$ cat config.mk
export PLATFORM = sky130hd
export DESIGN_NAME = thinpad_sram_chk_pattern
export DESIGN_NICKNAME = d
export VERILOG_FILES = /design/src/rtl/thinpad_sram_chk_pkg.sv /design/src/rtl/thinpad_sram_chk_pattern.sv
export SDC_FILE = /design/constraint.sdc
export NUM_CORES = 1
export LEC_CHECK = 0
export CAP_MARGIN = 0
export CORE_MARGIN = 1.5
export CORE_UTILIZATION = 50
export CTS_BUF_LIST = sky130_fd_sc_hd__clkbuf_4
export DETAILED_ROUTE_END_ITERATION = 12
export HOLD_SLACK_MARGIN = 0.06
export PLACE_DENSITY = 0.84
export SYNTH_ARGS = -nofsm -noshare
export SYNTH_HDL_FRONTEND = slang
export SYNTH_SLANG_ARGS = --single-unit
$ cat constraint.sdc
create_clock -name clk -period 2.3 [get_ports clk]
set_input_delay 0.345 -clock clk [delete_from_list [all_inputs] [get_ports clk]]
set_output_delay 0.345 -clock clk [all_outputs]
set_load 0.005 [all_outputs]
$ cat src/rtl/thinpad_sram_chk_pkg.sv
// Shared types and constants for the thinpad SRAM AXI self-test master.
// Holds the FSM state encoding, AXI response codes and LFSR pattern constants.
package thinpad_sram_chk_pkg;

  typedef enum logic [2:0] {
    S_IDLE,
    S_AW,
    S_W,
    S_B,
    S_AR,
    S_R,
    S_DONE
  } chk_state_t;

  localparam logic [1:0] AXI_RESP_OKAY = 2'b00;

  localparam logic [31:0] LFSR_TAPS = 32'h8020_0003;
  localparam logic [31:0] LFSR_SEED = 32'h0000_0001;

  function automatic int beat_bytes(input int data_width);
    return data_width / 8;
  endfunction

endpackage

$ cat src/rtl/thinpad_sram_chk_pattern.sv
// Test-pattern generator: one value per beat, restartable with clear.
// THINPAD_SRAM_CHK_LFSR_EN selects a replicated 32-bit Galois LFSR instead of an n+1 counter.
module thinpad_sram_chk_pattern
  import thinpad_sram_chk_pkg::*;
#(
  parameter int DATA_WIDTH = 32
) (
  input  logic                  clk,
  input  logic                  srst,
  input  logic                  clear,
  input  logic                  advance,
  output logic [DATA_WIDTH-1:0] data
);

`ifdef THINPAD_SRAM_CHK_LFSR_EN
  localparam int REPS = (DATA_WIDTH + 31) / 32;

  logic [31:0]        lfsr_reg;
  logic [31:0]        lfsr_next;
  logic [REPS*32-1:0] lfsr_rep;

  always_comb begin
    lfsr_next = lfsr_reg >> 1;
    if (lfsr_reg[0]) begin
      lfsr_next = (lfsr_reg >> 1) ^ LFSR_TAPS;
    end
  end

  always_ff @(posedge clk) begin
    if (srst || clear) begin
      lfsr_reg <= LFSR_SEED;
    end else if (advance) begin
      lfsr_reg <= lfsr_next;
    end
  end

  // The 32-bit state is copied into every lane of a wider data bus.
  generate
    for (genvar gi = 0; gi < REPS; gi++) begin : g_rep
      assign lfsr_rep[gi*32 +: 32] = lfsr_reg;
    end
  endgenerate

  assign data = lfsr_rep[DATA_WIDTH-1:0];
`else
  logic [DATA_WIDTH-1:0] count_reg;

  // Beat n carries n+1, so the counter restarts at 1.
  always_ff @(posedge clk) begin
    if (srst || clear) begin
      count_reg <= DATA_WIDTH'(1);
    end else if (advance) begin
      count_reg <= count_reg + DATA_WIDTH'(1);
    end
  end

  assign data = count_reg;
`endif

endmodule

Word-level counts from Yosys, hierarchy flattened
Cells that the tools add are included.
{"block": "totals", "output_inout_bits": 32, "mem_bits_rw": 0, "memories": 0, "word_cells": 3, "register_bits": 32, "rom_bits": 0, "latchBits": 0, "in_bits": 4}
{"block": "op_classes", "add_sub_neg": 1, "n_reduce_logical": 1, "bitwise_logic": 0, "eq_ne": 0, "shifts": 0, "magnitude_cmp": 0, "n_mul": 0, "div_mod_pow": 0, "muxes": 0}
{"op": "32-bit by 1-bit adder with 32-bit output, second input constant", "count": 1}
{"op": "1-bit logical OR", "count": 1}

Longest topological paths before layout
{"block": "depth", "depth_word": 1, "ltp_mapped": 6, "ltp_nobuf": 5}

Worst setup path after synthesis
No wires, ideal clock.
{"block": "synth_timing", "path_kind": "register -> register", "startpoint": "register count_reg[0], in the netlist data[0]", "endpoint": "register count_reg[28], in the netlist data[28]", "path_stages_with_launch": 6, "synth_period_minus_slack_ns": 1.768, "slack_ns": 0.532, "n_path_buf": 0, "t_required_ns": 2.230, "setup_ns": 0.070, "arrival_time_ns": 1.698, "path_cell_list": "dfxtp_1 -> ha_1 -> nand3_2 -> or3_1 -> or4_1 -> a21oi_1"}
{"block": "synth_between", "elab_chain_cells": 1}
{"item": "start, declared", "line_no": "thinpad_sram_chk_pattern.sv:46", "text": "logic [DATA_WIDTH-1:0] count_reg;"}
{"item": "start signal, assigned", "line_no": "thinpad_sram_chk_pattern.sv:53", "text": "count_reg <= count_reg + DATA_WIDTH'(1);"}
{"item": "32-bit by 1-bit adder with 32-bit output", "line_no": "thinpad_sram_chk_pattern.sv:53"}
No other way between the ends.
A chain may end at the register's enable or synchronous reset.

Worst setup path in the final report
{"block": "layout_timing", "startpoint": "register count_reg[4], in the netlist data[4]", "endpoint": "register count_reg[27], in the netlist data[27]"}
The elaborated chain is that of the path after synthesis.

==> impl_metrics.sql <==
INSERT INTO impl_metrics (metric_group, metric, value, unit) VALUES
('timing', 'unrepaired_setup_endpoints_after_global_routing', 'false', ''),
('synthesis', 'per_instance_average_area_after_synthesis', '8.80', 'µm²'),
('clock_network', 'cts.htree.levels', '2', ''),
('synthesis', 'synth_top_cells_by_count', '32 x dfxtp_1, 15 x a21oi_1, 14 x nand2_1, 14 x nor2_1, 12 x or3_1', ''),
('placed_design', 'dp_cells', '239', ''),
('clock_network', 'cts_resized', '0', ''),
('synthesis', 'syn-cell-area', '1570', 'µm²'),
('worst_setup_path', 'critPathArrivalTime', '2.25', 'ns'),
('detailed_routing', 'routed_met3_length', '133', 'µm'),
('placed_design', 'pre_cts_slack', '0.140', 'ns'),
('clock_network', 'clock_tree.buffer_depth', '2', ''),
('final_layout', 'ff_latch_area', '641', 'µm²'),
('worst_setup_path', 'critical_path_destination', 'data[27]$_SDFFE_PP0P_', ''),
('clock_network', 'postCtsSetupRepairBufs', '0', ''),
('detailed_routing', 'first_pass_iters', '4', ''),
('timing', 'maxSlewViolCount', '0', ''),
('power_and_ir_drop', 'ir_drop', '0.000311', 'V'),
('synthesis', 'yosys-top-cells-area', 'dfxtp_1 41%, xor2_1 5.0%, a21oi_1 4.8%, or3_1 4.8%, o31ai_1 3.8%', ''),
('timing', 'worst_pin_slew', '0.529', 'ns'),
('worst_setup_path', 'timing.critical_path.cells', 'and4_1 > nand4_4 > or4_1 > a21oi_1', ''),
('worst_setup_path', 'critPathMaxStageDelay', '0.57', 'ns'),
('detailed_routing', 'num_vias', '1461', ''),
('grt', 'grt_overflow_total', '0', ''),
('timing', 'min_period_over_period', '0.865', ''),
('die', 'die_x', '59.0', 'µm'),
('worst_setup_path', 'crit_required', '2.56', 'ns'),
('worst_setup_path', 'crit_type', 'reg -> reg', ''),
('final_layout', 'antenna_diode_count', '0', ''),
('flow_run', 'max_cap_violations', '0', ''),
('worst_hold_path', 'hold_path.class', 'reg -> reg', ''),
('timing', 'timing.final.hold_violations', '0', ''),
('clock_network', 'holdBufCountCts', '0', ''),
('clock_network', 'clock-sinks', '32', ''),
('worst_setup_path', 'worst-path-max-fanout', '16', ''),
('die', 'die_area', '3480', 'µm²'),
('timing', 'fin_worst_hold_slack', '0.495', 'ns'),
('timing', 'totalNegativeSetupSlack', '0', 'ns'),
('final_layout', 'multi_input_area', '873', 'µm²'),
('grt', 'grt_start_max_net_pins', '28', ''),
('placed_design', 'dp_hpwl', '2.49', 'mm'),
('run_status', 'run_status', 'finished clean', ''),
('final_layout', 'design.final.nets', '218', ''),
('grt', 'grt_pass1_vias', '1352', ''),
('worst_setup_path', 'worst_setup_path_end_kind', 'register', ''),
('worst_hold_path', 'hold_path_depth', '2', ''),
('grt', 'grt_pass1_wl', '5.78', 'mm'),
('synthesis', 'synth_flop_cell', 'dfxtp_1', ''),
('synthesis', 'synth_edf_count', '0', ''),
('synthesis', 'ys_ff_latch', '32', ''),
('die', 'placement_rows', '20', ''),
('synthesis', 'top_cell_type_s_share_of_synthesized_area', '0.409', ''),
('final_layout', 'layoutNonFillerInstCount', '247', ''),
('timing', 'final_critical_path_setup_slack', '0.310', 'ns'),
('detailed_routing', 'top_layer_used', 'met4', ''),
('detailed_routing', 'avg_vias_per_cell', '5.91', ''),
('die', 'initial_core_util', '0.522', ''),
('placed_design', 'place.gp.congestion', '0.727', ''),
('grt', 'grt_util_overall', '0.217', ''),
('worst_setup_path', 'r2r_slack', '0.31', 'ns'),
('final_layout', 'drive_above_1_share', '0.0935', ''),
('grt', 'grt_antenna_before_repair', '0', ''),
('timing', 'fmax', '0.503', 'GHz'),
('clock_network', 'clkLatencyLatePin', '0.33', 'ns'),
('power_and_ir_drop', 'static_leakage', '0.639', 'nW'),
('power_and_ir_drop', 'finalPower', '0.896', 'mW'),
('die', 'fp.coreArea', '3000', 'µm²'),
('worst_setup_path', 'rr_endpoint', 'data[27]$_SDFFE_PP0P_', ''),
('detailed_routing', 'postRouteWirelength', '3.44', 'mm'),
('die', 'io_pins', '36', ''),
('placed_design', 'placement.io_buffers', '35', ''),
('synthesis', 'synth_most_common_cell', 'dfxtp_1', '');
layout by cell type (no fill, tap or decap), drive strengths merged:
cell type       n
nand4          11
or3            12
mux2i           4
dfxtp          32
or2             1
o31ai           8
or4             8
nor4            1
and2            2
nor3            2
xor2            9
nand3          13
a41o            1
a21oi          15
a31oi           1
nor2           14
nand2          14
xnor2           3
buf             3
o21ai           7
and4            6
clkbuf          5
and3            3
ha              1
clkinv          3
clkdlybuf4s50  35
layer usage:
| layer | vias to the layer above | global-route usage |
|---|---|---|
| met5 | - | 0 |
| met4 | 0 | 0.110 |
| met3 | 2 | 0.0677 |
| met2 | 35 | 0.333 |
| met1 | 689 | 0.275 |
| li1 | 735 | - |
cell families (layout without fill, tap and decap cells):
group                      Yosys count  count (layout)  share of synthesized area
adders and majority gates            1               1                    0.00799
xor gates and xnor gates            12              12                     0.0671
and+or+nand+nor                     87              87                      0.338
buffers and inverters               10              46                     0.0335
DFF                                 32              32                      0.409
muxes                                4               4                     0.0256
AOI/OAI and AO/OA                   32              32                      0.119
area by class of cell:
type / instances / share of cell area
tap: 33 / 0.0209
clock inverter: 3 / 0.00695
timing repair buffer: 38 / 0.188
clock buffer: 5 / 0.0190
multi-input combinational: 136 / 0.441
sequential: 32 / 0.324
worst min path at each step:
| stage | from | endpoint | slack (ns) |
|---|---|---|---|
| 3_5_place_dp | data[31]$_SDFFE_PP0P_ | data[31]$_SDFFE_PP0P_ | 0.48 |
| 4_1_cts | data[31]$_SDFFE_PP0P_ | data[31]$_SDFFE_PP0P_ | 0.50 |
| 3_3_place_gp | data[31]$_SDFFE_PP0P_ | data[31]$_SDFFE_PP0P_ | 0.46 |
| 5_1_grt | data[31]$_SDFFE_PP0P_ | data[31]$_SDFFE_PP0P_ | 0.52 |
| 6_report | data[31]$_SDFFE_PP0P_ | data[31]$_SDFFE_PP0P_ | 0.49 |
| 2_1_floorplan | data[31]$_SDFFE_PP0P_ | data[31]$_SDFFE_PP0P_ | 0.46 |
worst max-delay path: cells and delay by family, from the launching register on:
| kind | cells | cell delay, ns |
|---|---|---|
| and+or+nand+nor | 3 | 1.31 |
| DFF | 1 | 0.43 |
| AOI/OAI and AO/OA | 1 | 0.16 |
power by group:
part | switching (mW) | internal (mW)
logic | 0.0175 | 0.0154
registers | 0.00312 | 0.556
clock network | 0.192 | 0.112
(Power assumes the default switching activity.)
